File: config.mk
export PLATFORM = sky130hd
export DESIGN_NAME = axi_sdram_ax_arbiter_flat
export DESIGN_NICKNAME = d
export VERILOG_FILES = /design/src/rtl/axi_sdram_ax_arbiter_if.sv /design/src/rtl/axi_sdram_ax_arbiter.sv /design/src/flat_wrapper.sv
export SDC_FILE = /design/constraint.sdc
export NUM_CORES = 1
export LEC_CHECK = 0
export CORE_UTILIZATION = 25
export CTS_CLUSTER_SIZE = 30
export DETAILED_ROUTE_END_ITERATION = 8
export GPL_TIMING_DRIVEN = 0
export PLACE_DENSITY = 0.57
export SKIP_LAST_GASP = 1
export SYNTH_ARGS = -nofsm -noshare
export SYNTH_HDL_FRONTEND = slang
export SYNTH_SLANG_ARGS = --single-unit
export TNS_END_PERCENT = 5
File: constraint.sdc
create_clock -name clk -period 4.2 [get_ports clk]
set_input_delay 0.84 -clock clk [delete_from_list [all_inputs] [get_ports clk]]
set_output_delay 0.84 -clock clk [all_outputs]
set_load 0.005 [all_outputs]
File: src/rtl/axi_sdram_ax_arbiter_if.sv
// Address-channel bundle between the AXI AR/AW slave ports and the boundary-protect stage.
// The arbiter binds the slave modport; the environment driving it binds master.
interface axi_sdram_ax_arbiter_if;
  logic [53:0] s_ar_data;
  logic        s_ar_valid;
  logic        s_ar_ready;
  logic [53:0] s_aw_data;
  logic        s_aw_valid;
  logic        s_aw_ready;
  logic [53:0] m_ax_data;
  logic        m_ax_valid;
  logic        m_ax_ready;

  modport slave (
    input  s_ar_data,
    input  s_ar_valid,
    output s_ar_ready,
    input  s_aw_data,
    input  s_aw_valid,
    output s_aw_ready,
    output m_ax_data,
    output m_ax_valid,
    input  m_ax_ready
  );

  modport master (
    output s_ar_data,
    output s_ar_valid,
    input  s_ar_ready,
    output s_aw_data,
    output s_aw_valid,
    input  s_aw_ready,
    input  m_ax_data,
    input  m_ax_valid,
    output m_ax_ready
  );
endinterface

File: src/rtl/axi_sdram_ax_arbiter.sv
// Merges AR and AW into one address stream, keeping a single direction in flight at a time
// and bounding the number of outstanding transactions of that direction.
module axi_sdram_ax_arbiter #(
  parameter logic [3:0] max_outstanding  = 4'd4,
  parameter real        simulation_delay = 1.0
) (
  input  logic                         clk,
  input  logic                         rst_n,
  axi_sdram_ax_arbiter_if.slave        bus,
  input  logic                         rd_trans_done,
  input  logic                         wr_trans_done,
  output logic                         cur_dir,
  output logic [3:0]                   outstanding_cnt
);

  localparam logic [1:0] ST_IDLE  = 2'd0;
  localparam logic [1:0] ST_OUT   = 2'd1;
  localparam logic [1:0] ST_DRAIN = 2'd2;

  localparam logic DIR_RD = 1'b0;
  localparam logic DIR_WR = 1'b1;

  // A limit of zero would deadlock the arbiter, so treat it as one.
  localparam logic [3:0] max_cnt = (max_outstanding == 4'd0) ? 4'd1 : max_outstanding;

  // Register updates are zero-delay; the delay value has no effect on hardware.
  if (simulation_delay < 0.0) begin : g_negative_delay_ignored
  end

  logic [1:0]  state_reg, state_next;
  logic        cur_dir_reg, cur_dir_next;
  logic        last_grant_reg, last_grant_next;
  logic        target_reg, target_next;
  logic [3:0]  cnt_reg, cnt_next;
  logic [53:0] data_reg, data_next;
  logic        live_reg;

  logic        grant;
  logic        grant_dir;
  logic [53:0] grant_data;
  logic        cnt_zero;
  logic        cnt_room;
  logic        ar_elig;
  logic        aw_elig;
  logic        cnt_inc;
  logic        cnt_dec;
  logic        done_cur;

  assign cnt_zero = (cnt_reg == 4'd0);
  assign cnt_room = (cnt_reg < max_cnt);

  // Same direction may stack up to the limit; switching direction needs an empty pipe.
  assign ar_elig = bus.s_ar_valid && (cnt_zero || ((cur_dir_reg == DIR_RD) && cnt_room));
  assign aw_elig = bus.s_aw_valid && (cnt_zero || ((cur_dir_reg == DIR_WR) && cnt_room));

  always_comb begin
    state_next  = state_reg;
    target_next = target_reg;
    grant       = 1'b0;
    grant_dir   = DIR_RD;
    case (state_reg)
      ST_IDLE: begin
        // live_reg keeps readies low on the first cycle after reset release.
        if (live_reg) begin
          if (bus.s_ar_valid && bus.s_aw_valid) begin
            grant_dir = ~last_grant_reg;
            if (grant_dir == DIR_WR ? aw_elig : ar_elig) begin
              grant = 1'b1;
            end else begin
              state_next  = ST_DRAIN;
              target_next = grant_dir;
            end
          end else if (ar_elig) begin
            grant     = 1'b1;
            grant_dir = DIR_RD;
          end else if (aw_elig) begin
            grant     = 1'b1;
            grant_dir = DIR_WR;
          end else if (bus.s_ar_valid && (cur_dir_reg != DIR_RD)) begin
            state_next  = ST_DRAIN;
            target_next = DIR_RD;
          end else if (bus.s_aw_valid && (cur_dir_reg != DIR_WR)) begin
            state_next  = ST_DRAIN;
            target_next = DIR_WR;
          end
        end
      end
      ST_OUT: begin
        if (bus.m_ax_ready) begin
          state_next = ST_IDLE;
        end
      end
      ST_DRAIN: begin
        if (cnt_zero) begin
          grant_dir = target_reg;
          if (target_reg == DIR_WR ? bus.s_aw_valid : bus.s_ar_valid) begin
            grant = 1'b1;
          end else begin
            state_next = ST_IDLE;
          end
        end
      end
      default: begin
        state_next = ST_IDLE;
      end
    endcase
    if (grant) begin
      state_next = ST_OUT;
    end
  end

  assign grant_data = (grant_dir == DIR_WR) ? bus.s_aw_data : bus.s_ar_data;

  // Bit 53 is reserved upstream and is replaced by the direction flag downstream.
  always_comb begin
    data_next       = data_reg;
    cur_dir_next    = cur_dir_reg;
    last_grant_next = last_grant_reg;
    if (grant) begin
      data_next       = grant_data;
      data_next[53]   = grant_dir;
      cur_dir_next    = grant_dir;
      last_grant_next = grant_dir;
    end
  end

  assign done_cur = (cur_dir_reg == DIR_WR) ? wr_trans_done : rd_trans_done;
  assign cnt_inc  = (state_reg == ST_OUT) && bus.m_ax_ready && (cnt_reg != max_cnt);
  assign cnt_dec  = done_cur && !cnt_zero;

  always_comb begin
    cnt_next = cnt_reg;
    case ({cnt_inc, cnt_dec})
      2'b10:   cnt_next = cnt_reg + 4'd1;
      2'b01:   cnt_next = cnt_reg - 4'd1;
      default: cnt_next = cnt_reg;
    endcase
  end

  always_ff @(posedge clk or negedge rst_n) begin
    if (!rst_n) begin
      state_reg      <= ST_IDLE;
      cur_dir_reg    <= DIR_RD;
      last_grant_reg <= DIR_WR;
      target_reg     <= DIR_RD;
      cnt_reg        <= 4'd0;
      data_reg       <= 54'd0;
      live_reg       <= 1'b0;
    end else begin
      state_reg      <= state_next;
      cur_dir_reg    <= cur_dir_next;
      last_grant_reg <= last_grant_next;
      target_reg     <= target_next;
      cnt_reg        <= cnt_next;
      data_reg       <= data_next;
      live_reg       <= 1'b1;
    end
  end

  assign bus.s_ar_ready  = grant && (grant_dir == DIR_RD);
  assign bus.s_aw_ready  = grant && (grant_dir == DIR_WR);
  assign bus.m_ax_valid  = (state_reg == ST_OUT);
  assign bus.m_ax_data   = data_reg;
  assign cur_dir         = cur_dir_reg;
  assign outstanding_cnt = cnt_reg;

endmodule

File: src/flat_wrapper.sv
// flat-port wrapper written by rule: the top's interface ports become plain ports
module axi_sdram_ax_arbiter_flat 
#(
  parameter logic [3:0] max_outstanding  = 4'd4,
  parameter real        simulation_delay = 1.0
)
  (clk, rst_n, rd_trans_done, wr_trans_done, cur_dir, outstanding_cnt, bus_s_ar_data, bus_s_ar_valid, bus_s_ar_ready, bus_s_aw_data, bus_s_aw_valid, bus_s_aw_ready, bus_m_ax_data, bus_m_ax_valid, bus_m_ax_ready);
  axi_sdram_ax_arbiter_if bus_i ();
  input  logic clk;
  input  logic rst_n;
  input  logic rd_trans_done;
  input  logic wr_trans_done;
  output logic cur_dir;
  output logic [3:0] outstanding_cnt;
  input wire logic [$bits(bus_i.s_ar_data)-1:0] bus_s_ar_data;
  input wire logic [$bits(bus_i.s_ar_valid)-1:0] bus_s_ar_valid;
  output wire logic [$bits(bus_i.s_ar_ready)-1:0] bus_s_ar_ready;
  input wire logic [$bits(bus_i.s_aw_data)-1:0] bus_s_aw_data;
  input wire logic [$bits(bus_i.s_aw_valid)-1:0] bus_s_aw_valid;
  output wire logic [$bits(bus_i.s_aw_ready)-1:0] bus_s_aw_ready;
  output wire logic [$bits(bus_i.m_ax_data)-1:0] bus_m_ax_data;
  output wire logic [$bits(bus_i.m_ax_valid)-1:0] bus_m_ax_valid;
  input wire logic [$bits(bus_i.m_ax_ready)-1:0] bus_m_ax_ready;
  assign bus_i.s_ar_data = bus_s_ar_data;
  assign bus_i.s_ar_valid = bus_s_ar_valid;
  assign bus_s_ar_ready = bus_i.s_ar_ready;
  assign bus_i.s_aw_data = bus_s_aw_data;
  assign bus_i.s_aw_valid = bus_s_aw_valid;
  assign bus_s_aw_ready = bus_i.s_aw_ready;
  assign bus_m_ax_data = bus_i.m_ax_data;
  assign bus_m_ax_valid = bus_i.m_ax_valid;
  assign bus_i.m_ax_ready = bus_m_ax_ready;
  axi_sdram_ax_arbiter #(.max_outstanding(max_outstanding), .simulation_delay(simulation_delay)) u_core (.clk(clk), .rst_n(rst_n), .bus(bus_i), .rd_trans_done(rd_trans_done), .wr_trans_done(wr_trans_done), .cur_dir(cur_dir), .outstanding_cnt(outstanding_cnt));
endmodule
==> flow_summary.toml <==
[run_status]
status = "complete, no violations"

[synth]
synth_cell_type_count = 37
ys.warnings.count = 0
async_flop_share_pct = 100
post-synth-top-count-cell = "dfrtp_1"
yosys-top-cells-area = "dfrtp_1, mux2i_1, a21oi_2"
ys_seq_area_share_pct = 46.5
synthTopCellsByCount = "dfrtp_1, nor2_1, mux2i_1"
synth-main-ff-cell = "dfrtp_1"
synth_edf_count = 0
synth-seq-cells = 63
yosys.area.top_type = "dfrtp_1"
synthesis.area_um2 = 3390
syn-num-nets = 422
avgSynthCellArea_um2 = 11.2
synth_top_cell_area_share_pct = 45.8
synthCells = 303

[power_and_ir_drop]
leakage_nw = 2.16
p_sw_w = 0.00122
pwr-share-clk_pct = 20.0
p_per_area_nw_per_um2 = 653
internal-power_w = 0.00247
swShare_pct = 33.0
seq_power_share_pct = 30.6
combPwrFrac_pct = 49.5
vdd.ir_drop.worst_mv = 0.329
p_total_w = 0.00368

[worst_setup_path]
end_kind = "output port"
startpoint_type = "input port"
worstPathArrival_ns = 3.18
critical_path_class = "input port to output port"
required_ns = 3.36
r2r_cells = 9
path_max_fanout = 10

[routing]
drc_errors = 0
drtPass1Iterations = 4
vias = 2906
wl_um = 9300
drt-initial-drc-count = 63
wire_per_inst_um = 13.9
vias_per_cell = 4.35
ant_nets = 0

[clock_network]
clock_path_buffers = 2
post-cts-setup-buffer-count = 0
clock_sinks = 63
cts_root_buf = "clkbuf_16"
htree_num_levels = 3
cts_tree = "done"
numCtsBuffers = 9
clkTransAtPathRegs_ns = 0.05
clock_latency_ns = 0.32

[global_routing]
antenna_found_initial = 0
grt_usage_pct = 13.8
grt_pass1_vias = 2953
grt_overflow_total = 0
grt_max_degree = 64
grt_pass1_wl_um = 15100

[final_layout]
multi_input_area_um2 = 1600
largest_register_ffs = 54
area_growth_pct = 66.3
layout.nets = 606
seq_area_um2 = 1580
antenna_cells = 0
final_core_util_pct = 42.6
final_layout_size_suffix_gt1_share_pct = 18.5
n_fill_cell = 1316

[worst_hold_path]
hold_depth = 2
hp-class = "flip-flop to flip-flop"

[timing]
setup_viol = 0
finalCritPeriodShare_pct = 95.7
fin_skew_ns = 0.00573
layout_setup_ws_ns = 0.181
grt_setup_unrepaired = "false"
slew_headroom_pct = 45.0
period_needed_ns = 4.02
drv_slew = 0
fmax_mhz = 249
worst_slew_pin_slew_ns = 0.825
hold_viol = 0

[die]
core.rowCount = 42
dieArea_um2 = 14000
die_h_um = 118
boundaryPins = 177
floorplan.initialDensity_pct = 25.6
dieWidth_um = 118
coreArea_um2 = 13200

[placement]
io_buffers = 173
place.gp.congestion = 0.724
hpwl_um = 6950
pre_cts_ws_ns = -0.147

[run]
drv_cap = 0
-- through the flow --
step / cell area, µm² / TNS (ns) / hold WS [ns] / std cells
4_1_cts: 5630 / 0 / 0.515 / 668
2_1_floorplan: 3390 / 0 / 0.507 / 303
5_1_grt: 5640 / 0 / 0.524 / 668
6_report: 5640 / 0 / 0.513 / 668
3_3_place_gp: 5340 / -0.128 / 0.499 / 652
3_5_place_dp: 5340 / -0.147 / 0.505 / 652
-- kinds of logic after synthesis --
logic type	after synthesis	share of synthesized area, %
and+or+nand+nor	82	10.7
AOI/OAI and AO/OA	66	16.1
DFF	63	46.5
muxes	59	17.5
buffers and inverters	24	6.31
adders and majority gates	4	1.70
xor gates and xnor gates	4	1.03
other	1	0.111
-- layout by cell type, fill, tap and decap left out, drive strengths merged, types with 2 or more instances in the layout --
cell           Yosys  routed
a21oi             56      56
mux2               3       3
nor3b              2       2
and2b              2       2
nand3              4       4
inv                4       4
clkinv             0       3
ha                 3       3
nor2              59      59
xor2               2       2
dfrtp             62      62
clkdlybuf4s50      0     172
mux2i             56      56
nand2              6       6
buf               17      17
o21ai              3       3
clkbuf             3      16
a21o               2       2
xnor2              2       2
-- power by group through the flow --
| stage | Combinational [W] | Sequential, W | Clock [W] |
|---|---|---|---|
| finish | 0.00182 | 0.00113 | 0.000735 |
| global placement | 0.00183 | 0.00112 | 0 |
| floorplan | 0.000943 | 0.00113 | 0 |
| detailed placement | 0.00185 | 0.00114 | 0 |
| CTS | 0.00186 | 0.00113 | 0.000758 |
| global route | 0.00199 | 0.00117 | 0.000784 |
-- critical path, stage by stage --
cell and delay [ns]:
clkdlybuf4s50_1 0.62, nor3b_2 0.28, a32oi_1 0.15, o31ai_2 0.30, clkbuf_4 0.28, and2b_1 0.18, clkdlybuf4s50_1 0.53
-- final timing paths --
path / startpoint / to / slack, ns
setup reg to reg: u_core.outstanding_cnt[0] / u_core.outstanding_cnt[3] / 1.69
min in group asynchronous: rst_n / u_core.bus.m_ax_data[33] / 0.61
setup / recovery: bus_s_aw_valid / bus_s_ar_ready / 0.18
max in group asynchronous: rst_n / u_core.outstanding_cnt[3] / 3.04
hold / removal: u_core.bus.m_ax_data[43] / u_core.bus.m_ax_data[43] / 0.51
hold reg to reg: u_core.bus.m_ax_data[43] / u_core.bus.m_ax_data[43] / 0.51
-- what timing repair did --
item / 4_1_cts / 5_1_grt
pin swaps: 0 / 0
resized for setup: 1 / 2
hold buffers: 0 / 0
endpoints found under the setup margin: 1 / 2
gates cloned: 0 / 0
-- metal layers --
layer	wire (µm)	vias up	GRT usage, %
met5	0	-	0
met4	152	0	6.25
met3	617	11	3.81
met2	4460	101	23.1
met1	4080	1377	16.4
li1	-	1417	-
-- final cells by class --
type / count / share of cell area, %
inverters: 4 / 0.266
repair buffers: 173 / 30.7
flip-flops and latches: 63 / 28.0
well taps: 176 / 3.90
clock buffers: 12 / 4.37
clock inverters: 4 / 0.799
multi-input cells: 216 / 28.4
plain buffers: 20 / 3.59
No activity file was read; power rests on OpenSTA's default activity.
